$ cat src/rtl/rv32i_types.sv
// Shared RV32I types for the pipeline: opcodes, funct3 encodings,
// the control word carried between stages, and the MA stage FSM states.
package rv32i_types;

  localparam int XLEN = 32;

  typedef enum logic [6:0] {
    op_lui   = 7'b0110111,
    op_auipc = 7'b0010111,
    op_jal   = 7'b1101111,
    op_jalr  = 7'b1100111,
    op_br    = 7'b1100011,
    op_load  = 7'b0000011,
    op_store = 7'b0100011,
    op_imm   = 7'b0010011,
    op_reg   = 7'b0110011,
    op_csr   = 7'b1110011
  } rv32i_opcode;

  typedef enum logic [2:0] {
    lb  = 3'b000,
    lh  = 3'b001,
    lw  = 3'b010,
    lbu = 3'b100,
    lhu = 3'b101
  } load_funct3_t;

  typedef enum logic [2:0] {
    sb = 3'b000,
    sh = 3'b001,
    sw = 3'b010
  } store_funct3_t;

  // An all-zero control word is a pipeline bubble.
  typedef struct packed {
    rv32i_opcode opcode;
    logic [31:0] u_imm;
    logic        load_regfile;
    logic [4:0]  rd;
  } rv32i_control_word;

  typedef enum logic [1:0] {
    ma_idle = 2'b00,
    ma_busy = 2'b01,
    ma_done = 2'b10
  } ma_state_t;

  function automatic logic is_mem_op(input rv32i_opcode op);
    return (op == op_load) || (op == op_store);
  endfunction

endpackage

$ cat src/rtl/load_align.sv
// Load data alignment: shift the cache word down by the byte offset, then
// sign- or zero-extend according to the load funct3. Misaligned halves and
// words are not trapped; bits shifted in from the top are zero.
import rv32i_types::*;

module load_align (
  input  logic [2:0]  funct3,
  input  logic [1:0]  offset,
  input  logic [31:0] rdata,
  output logic [31:0] data
);

  logic [31:0] shifted;

  // Shift to the addressed byte and extend per load width.
  always_comb begin
    shifted = rdata >> {offset, 3'b000};
    case (load_funct3_t'(funct3))
      lb:      data = {{24{shifted[7]}}, shifted[7:0]};
      lbu:     data = {24'b0, shifted[7:0]};
      lh:      data = {{16{shifted[15]}}, shifted[15:0]};
      lhu:     data = {16'b0, shifted[15:0]};
      default: data = shifted;
    endcase
  end

endmodule

$ cat src/rtl/memory_access_stage.sv
// MA pipeline stage: data-cache handshake with stall generation, store data
// shifting, load alignment, writeback value selection and the MA/WB register.
//
// state   | meaning
// --------+-------------------------------------------------------------
// ma_idle | no access outstanding; a memory op issues its request here
// ma_busy | request outstanding, waiting for dmem_resp
// ma_done | response captured while frozen; waiting for freeze to drop
import rv32i_types::*;

module memory_access_stage (
  input  logic              clk,
  input  logic              rst,
  input  rv32i_control_word ctrl_word_in,
  input  logic [31:0]       instruction_in,
  input  logic [31:0]       pc_in,
  input  logic [31:0]       alu_in,
  input  logic [31:0]       rs2_in,
  input  logic              br_en_in,
  input  logic [3:0]        mem_byte_enable_in,
  input  logic [1:0]        addr_offset_in,
  input  logic              freeze_in,
  output logic [31:0]       dmem_address,
  output logic              dmem_read,
  output logic              dmem_write,
  output logic [3:0]        dmem_wmask,
  output logic [31:0]       dmem_wdata,
  input  logic [31:0]       dmem_rdata,
  input  logic              dmem_resp,
  output logic              ma_stall,
  output rv32i_control_word ctrl_word_out,
  output logic [31:0]       instruction_out,
  output logic [31:0]       pc_out,
  output logic [31:0]       wb_data_out,
  output logic [31:0]       rvfi_mem_addr,
  output logic [31:0]       rvfi_mem_rdata,
  output logic [31:0]       rvfi_mem_wdata,
  output logic [3:0]        rvfi_mem_rmask,
  output logic [3:0]        rvfi_mem_wmask
);

  ma_state_t   state;
  logic [31:0] rdata_hold;
  logic        mem_op;
  logic        is_load;
  logic        is_store;
  logic        req_active;
  logic [2:0]  funct3;
  logic [31:0] rdata_sel;
  logic [31:0] load_data;
  logic [31:0] wb_value;

  assign funct3   = instruction_in[14:12];
  assign mem_op   = is_mem_op(ctrl_word_in.opcode);
  assign is_load  = (ctrl_word_in.opcode == op_load);
  assign is_store = (ctrl_word_in.opcode == op_store);

  // The request is live on a fresh memory op in idle and throughout busy.
  assign req_active = ((state == ma_idle) && mem_op) || (state == ma_busy);

  assign dmem_address = {alu_in[31:2], 2'b00};
  assign dmem_read    = req_active && is_load;
  assign dmem_write   = req_active && is_store;
  assign dmem_wmask   = mem_byte_enable_in;
  assign dmem_wdata   = rs2_in << {addr_offset_in, 3'b000};

  assign ma_stall = mem_op && (state != ma_done) && !dmem_resp;

  // In done the cache has already answered; only the held copy is valid.
  assign rdata_sel = (state == ma_done) ? rdata_hold : dmem_rdata;

  load_align u_load_align (
    .funct3 (funct3),
    .offset (addr_offset_in),
    .rdata  (rdata_sel),
    .data   (load_data)
  );

  // Resolve the value that writeback will commit.
  always_comb begin
    wb_value = alu_in;
    case (ctrl_word_in.opcode)
      op_load:         wb_value = load_data;
      op_lui:          wb_value = ctrl_word_in.u_imm;
      op_imm, op_reg:  if (funct3 == 3'b010 || funct3 == 3'b011)
                         wb_value = {31'b0, br_en_in};
      op_jal, op_jalr: wb_value = pc_in + 32'd4;
      default:         wb_value = alu_in;
    endcase
  end

  // Access FSM and response capture; a response is captured exactly once.
  always_ff @(posedge clk) begin
    if (rst) begin
      state      <= ma_idle;
      rdata_hold <= '0;
    end else begin
      case (state)
        ma_idle: begin
          if (mem_op && dmem_resp) rdata_hold <= dmem_rdata;
          if (mem_op && !dmem_resp)             state <= ma_busy;
          else if (mem_op && dmem_resp && freeze_in) state <= ma_done;
        end
        ma_busy: begin
          if (dmem_resp) begin
            rdata_hold <= dmem_rdata;
            state      <= freeze_in ? ma_done : ma_idle;
          end
        end
        ma_done: begin
          if (!freeze_in) state <= ma_idle;
        end
        default: state <= ma_idle;
      endcase
    end
  end

  // MA/WB register: advance when free, insert a bubble while stalled, hold on freeze.
  always_ff @(posedge clk) begin
    if (rst || (ma_stall && !freeze_in)) begin
      ctrl_word_out   <= '0;
      instruction_out <= '0;
      pc_out          <= '0;
      wb_data_out     <= '0;
      rvfi_mem_addr   <= '0;
      rvfi_mem_rdata  <= '0;
      rvfi_mem_wdata  <= '0;
      rvfi_mem_rmask  <= '0;
      rvfi_mem_wmask  <= '0;
    end else if (!freeze_in) begin
      ctrl_word_out   <= ctrl_word_in;
      instruction_out <= instruction_in;
      pc_out          <= pc_in;
      wb_data_out     <= wb_value;
      rvfi_mem_addr   <= mem_op ? dmem_address : 32'b0;
      rvfi_mem_rdata  <= is_load ? rdata_sel : 32'b0;
      rvfi_mem_wdata  <= is_store ? dmem_wdata : 32'b0;
      rvfi_mem_rmask  <= is_load ? mem_byte_enable_in : 4'b0;
      rvfi_mem_wmask  <= is_store ? mem_byte_enable_in : 4'b0;
    end
  end

endmodule
$ cat config.mk
export PLATFORM = sky130hd
export DESIGN_NAME = memory_access_stage
export DESIGN_NICKNAME = d
export VERILOG_FILES = /design/src/rtl/rv32i_types.sv /design/src/rtl/load_align.sv /design/src/rtl/memory_access_stage.sv
export SDC_FILE = /design/constraint.sdc
export NUM_CORES = 1
export LEC_CHECK = 0
export BUFFER_PORTS_ARGS = -buffer_cell sky130_fd_sc_hd__buf_2
export CAP_MARGIN = 20
export CORE_AREA = 5 5 206 208
export CTS_CLUSTER_SIZE = 28
export DETAILED_ROUTE_END_ITERATION = 7
export DIE_AREA = 0 0 211 213
export PLACE_DENSITY_LB_ADDON = 0.05
export RECOVER_POWER = 50
export SYNTH_ARGS = -nofsm -noshare
export SYNTH_HDL_FRONTEND = slang
export SYNTH_HIERARCHICAL = 1
export SYNTH_SLANG_ARGS = --single-unit
$ cat constraint.sdc
create_clock -name clk -period 4.21 [get_ports clk]
set_clock_uncertainty 0.1 [all_clocks]
set_input_delay 0.842 -clock clk [delete_from_list [all_inputs] [get_ports clk]]
set_output_delay 0.842 -clock clk [all_outputs]
set_load 0.02 [all_outputs]
# Word-level counts from Yosys, hierarchy flattened
# Cells that the tools add are included.
# classes
add_sub_neg,1
eq_ne,19
shifts,2
mux,18
reduce_logical,22
# op_table
operator,n
case mux 32 bit (4 select lines),2
2-to-1 mux 32 bit,7
case mux 32 bit (2 select lines),1
"adder 32 x 3 -> 32 bit, second input constant",1
<< shifter 32 x 5 -> 32 bit,1
>> shifter 32 x 5 -> 32 bit,1
"equality test 7 x 6 -> 1 bit, second input constant",3
"equality test 7 bit, second input constant",2
2-to-1 mux 2 bit,5
logical AND 1 bit,9
2-to-1 mux 4 bit,2
"equality test 7 x 2 -> 1 bit, second input constant",1
"equality test 7 x 5 -> 1 bit, second input constant",1
"equality test 3 x 2 -> 1 bit, second input constant",2
"equality test 3 bit, second input constant",2
"inequality test 2 bit, second input constant",3
case mux 2 bit (3 select lines),1
AND reduction 3 bit,2
logical OR 1 bit,4
OR reduction 2 bit,2
"equality test 3 x 1 -> 1 bit, second input constant",1
zero test 3 bit,1
"inequality test 3 x 1 -> 1 bit, second input constant",1
"equality test 2 x 1 -> 1 bit, second input constant",1
other kinds (5),6
# totals
ff_bits,279
in_bits,216
output_inout_bits,316
wordCells,76

# Logic depth before layout (Yosys ltp)
# depth
ltp_word,7
ltp_mapped,13
mapped_depth_nobuf,10

# Cells and area by module
# Netlist, hierarchy kept.
# modules_own_cells
module,n_inst,cells_each,area_per_inst_um2,seq_area_each_um2
memory_access_stage,1,1405,12489.5,5545.3
load_align,1,107,694.4,0.0

# Worst setup path before layout
# OpenSTA, ideal clock, no wires.
# synth_path
path_kind,input to output
startpoint,in addr_offset_in[0]
endpoint,out dmem_wdata[30]
arrival_time_ns,2.178
required_time_ns,3.268
path_slack_ns,1.090
cell_stages,5
path_buffers,3
path_cell_list,buf_2 buf_2 clkbuf_1 mux2i_1 o21ai_0
# synth_via
elab_chain_cells,1
# synth_rtl
element,line,source
from (decl),memory_access_stage.sv:21,"input logic [1:0] addr_offset_in,"
<< shifter 32 x 5 -> 32 bit,memory_access_stage.sv:65,"assign dmem_wdata = rs2_in << {addr_offset_in, 3'b000};"
to (decl),memory_access_stage.sv:27,"output logic [31:0] dmem_wdata,"
# Every way passes these cells.

# Final worst setup path
# layout_path
startpoint,in ctrl_word_in[44] (netlist name)
endpoint,reg rdata_hold[21]
# layout_via
elab_chain_cells,5
elab_cells_between_ends,6
classes_between,eq/ne: 3; reduce/logical: 3
# layout_rtl
element,line,source
from (decl),memory_access_stage.sv:14,"input rv32i_control_word ctrl_word_in,"
equality test 7 x 2 -> 1 bit / equality test 7 x 6 -> 1 bit (equally long branches),rv32i_types.sv:49,return (op == op_load) || (op == op_store);
logical OR 1 bit (*),rv32i_types.sv:49,
logical AND 1 bit (*),memory_access_stage.sv:100,if (mem_op && dmem_resp) rdata_hold <= dmem_rdata;
inequality test 2 x 1 -> 1 bit (no line) (*),-,
AND reduction 3 bit (no line) (*),-,
to (signal assigned),memory_access_stage.sv:100,
to (signal assigned),memory_access_stage.sv:106,rdata_hold <= dmem_rdata;
to (decl),memory_access_stage.sv:43,logic [31:0] rdata_hold;
# Every way passes the cells marked *; elsewhere a longest branch is shown, timed or not.
# A chain may end at the register's enable or synchronous reset.

==> impl_metrics.csv <==
group,metric,value,unit
pwr,p_comb_frac,0.149,
floorplan,ioPinCount,532,
detailed_routing,totalWireLength,61.47,mm
floorplan,floorplan.initialDensity,0.3266,
global_route,grt_pass1_vias,12770,
global_route,grt_overflow,0,
timing,rsz0062_at_grt,"false",
run,cap_violations,3,
clock_tree,cts_setup_buffers,0,
placement,preCtsSetupSlack,0.7538,ns
detailed_routing,wl_per_cell,24.60,microns
global_route,track_usage,0.2583,
worst_setup_path,slowest_delay,1.76,ns
cells_and_area,regArea,5545,sq um
pwr,clkPwrFrac,0.449,
clock_tree,cts_hold_buf,0,
placement,gp_congestion,0.8773,
worst_setup_path,crit_fanout,33,
clock_tree,cts_root_buffer,"clkbuf_16",
cells_and_area,multi_input_area,6792,sq um
cells_and_area,final_nets,2159,
logic_synthesis,synth_edf_count,0,
clock_tree,path_clk_slew,0.06,ns
floorplan,core-area,40370,sq um
logic_synthesis,netlist_area,13180,sq um
detailed_routing,firstDrtPassIters,5,
logic_synthesis,synth_cell_type_count,65,
timing,post-route-min-period,3.690,ns
floorplan,die_area,44940,sq um
cells_and_area,fillCellCount,4357,
logic_synthesis,avgSynthCellArea,8.720,sq um
global_route,use_met2,0.4336,
cells_and_area,layout-drive-gt1-share,0.1964,
floorplan,fp.dieH,213,microns
logic_synthesis,syn_inst,1512,
worst_setup_path,path_class,"in2reg",
global_route,met1_usage,0.3275,
logic_synthesis,synthTopCellsByArea,"dfxtp_1, mux2i_1, nor2_1",
logic_synthesis,yosysSeqAreaShare,0.4206,
detailed_routing,viasPerCell,5.220,
timing,maxSlewViolCount,224,
logic_synthesis,ys_dominant_reg_cell,"dfxtp_1",
clock_tree,cts_max_path_buffers,3,
detailed_routing,drtIter0Drc,665,
global_route,antenna_found_initial,4,
floorplan,rows,74,
pwr,switchingPower,1.917,mW
timing,whs,0.3600,ns
pwr,pwr-share-seq,0.402,
floorplan,die_w,211,microns
timing,fin_ws,0.5204,ns
worst_setup_path,crit_path_end_kind,"register",
clock_tree,cts_tree,"yes",
worst_setup_path,cp.required,4.50,ns
status,status,"finished with violations",
pwr,power_leakage,7.025,nW
pwr,power.density,408.4,nW/um^2
status,violations,"max-capacitance violations, max-slew violations",
global_route,grt_first_pass_wirelength,87.21,mm
timing,fin_crit_sh,0.8764,
logic_synthesis,synth_area_leader_cell,"dfxtp_1",
cells_and_area,layout.cells.non_filler,2499,
pwr,switching_share,0.2799,
clock_tree,cts_resized,0,
timing,setup_tns,0,ns
logic_synthesis,synth_commonest_cells,"dfxtp_1, nor2_1, mux2i_1",
logic_synthesis,async_flop_share,0,
cells_and_area,fin_util,0.4155,
placement,io_buffers,527,
detailed_routing,ant_nets,0,
global_route,use_met3,0.06994,
clock_tree,cts_max_level,2,
pwr,p_int,4.933,mW
worst_setup_path,path_cells,"clkbuf_1, nand4bb_1, buf_4, nor3_1, o211ai_4, clkbuf_1, mux2i_1, nor2_1",
worst_setup_path,start_kind,"input port",
clock_tree,cts_num_sinks,277,
timing,finalHoldViolCount,0,
worst_setup_path,crit_top_cell,"clkbuf_1",
min_path,holdCritPathClass,"reg2reg",
logic_synthesis,synth.most_common_cell,"dfxtp_1",
logic_synthesis,synth_seq_cells,277,
global_route,grt_max_degree,158,
placement,placedCellCount,2437,
placement,place_hpwl,47.10,mm
timing,fmax,271.0,MHz
timing,tightest_slew,2.464,ns
worst_setup_path,worstPathArrival,3.98,ns
cells_and_area,area_growth,27.23,%
detailed_routing,drc,0,
pwr,ir_drop,0.3673,mV
timing,maxSlewHeadroom,-0.6426,
clock_tree,cts_buffers,35,
worst_setup_path,worst_path_max_delay_cell,"clkbuf_1",
clock_tree,clk_latency,0.54,ns
detailed_routing,via_count,13040,
logic_synthesis,synth_top_area_frac,0.4206,
logic_synthesis,yosys_warnings,6,
global_route,busiest_layer,"met2",
timing,finalSetupViolations,0,
-- flip-flops by register name (all words and copies together) (netlist names) --
register	count
rvfi_mem_rdata	32
wb_data_out	32
rvfi_mem_wdata	32
ctrl_word_out	45
pc_out	32
rvfi_mem_wmask	4
rdata_hold	32
rvfi_mem_addr	30
state	2
instruction_out	32
rvfi_mem_rmask	4
-- metrics by stage --
step / cell area (sq um) / power, mW
after floorplan: 13200 / 3.397
after global placement: 15980 / 3.856
after detailed placement: 15980 / 3.859
after CTS: 17140 / 6.971
after global routing: 16770 / 7.118
final: 16770 / 6.851
-- cell type report --
class / count / share of cell area
Multi-Input combinational cell: 1059 / 0.4049
Clock buffer: 53 / 0.06236
Inverter: 15 / 0.003431
Clock inverter: 7 / 0.006937
Sequential cell: 277 / 0.3306
Timing Repair Buffer: 554 / 0.1518
Tap cell: 532 / 0.03968
Antenna cell: 2 / 0.0002984
-- critical path: cells and delay by family --
kind / cells / cell delay [ns]
compound gates: 1 / 0.17
simple gates: 3 / 0.37
mux: 1 / 0.34
buf+inv: 3 / 2.22
-- cells by family (layout without fill, tap and decap cells) --
group / count (synthesis) / in the layout / synth area share
other: 1 / 6 / 0.0002844
buffers and inverters: 179 / 629 / 0.06710
XOR/XNOR: 10 / 10 / 0.006643
adder cells (fa/ha/maj): 1 / 1 / 0.0009489
AO/OA/AOI/OAI: 298 / 298 / 0.1511
AND/OR/NAND/NOR: 526 / 526 / 0.1825
multiplexers: 220 / 220 / 0.1708
flip-flops: 277 / 277 / 0.4206
-- layer usage --
metal	wire length [microns]	share of wire
met1	25470	0.41
met3	5177	0.084
met2	29210	0.48
met4	1589	0.026
met5	21	0.00034
-- final timing paths --
path	startpoint	depth (start not counted)	slack (ns)	endpoint
max	ctrl_word_in[44]	8	0.52	rdata_hold[21]
min reg2reg	rvfi_mem_addr[19]	2	0.36	rvfi_mem_addr[19]
max reg2reg	state[0]	9	0.82	wb_data_out[22]
min	rvfi_mem_addr[19]	2	0.36	rvfi_mem_addr[19]
-- layout by cell type (no fill, tap or decap), types with 19 or more instances in the layout --
master       n
a22oi_1     39
a31oi_1     20
a21oi_1     92
nor2_1     223
clkbuf_16   37
and2_1      28
o21ai_0     45
mux2_2      40
buf_4       20
nand2_1    116
nor2b_1     28
buf_2      249
dfxtp_1    277
mux2i_1    180
nand3_1     70
clkbuf_1   289
a221oi_1    19
-- power groups by stage --
| stage | clock, mW | combinational (mW) | sequential (mW) |
|---|---|---|---|
| 6_report | 3.07 | 1.02 | 2.75 |
| 4_1_cts | 3.16 | 1.05 | 2.75 |
| 5_1_grt | 3.26 | 1.09 | 2.76 |
| 3_5_place_dp | 0 | 1.05 | 2.81 |
| 2_1_floorplan | 0 | 0.486 | 2.91 |
| 3_3_place_gp | 0 | 1.05 | 2.81 |
Note: power is estimated with default switching activity, not from simulation.
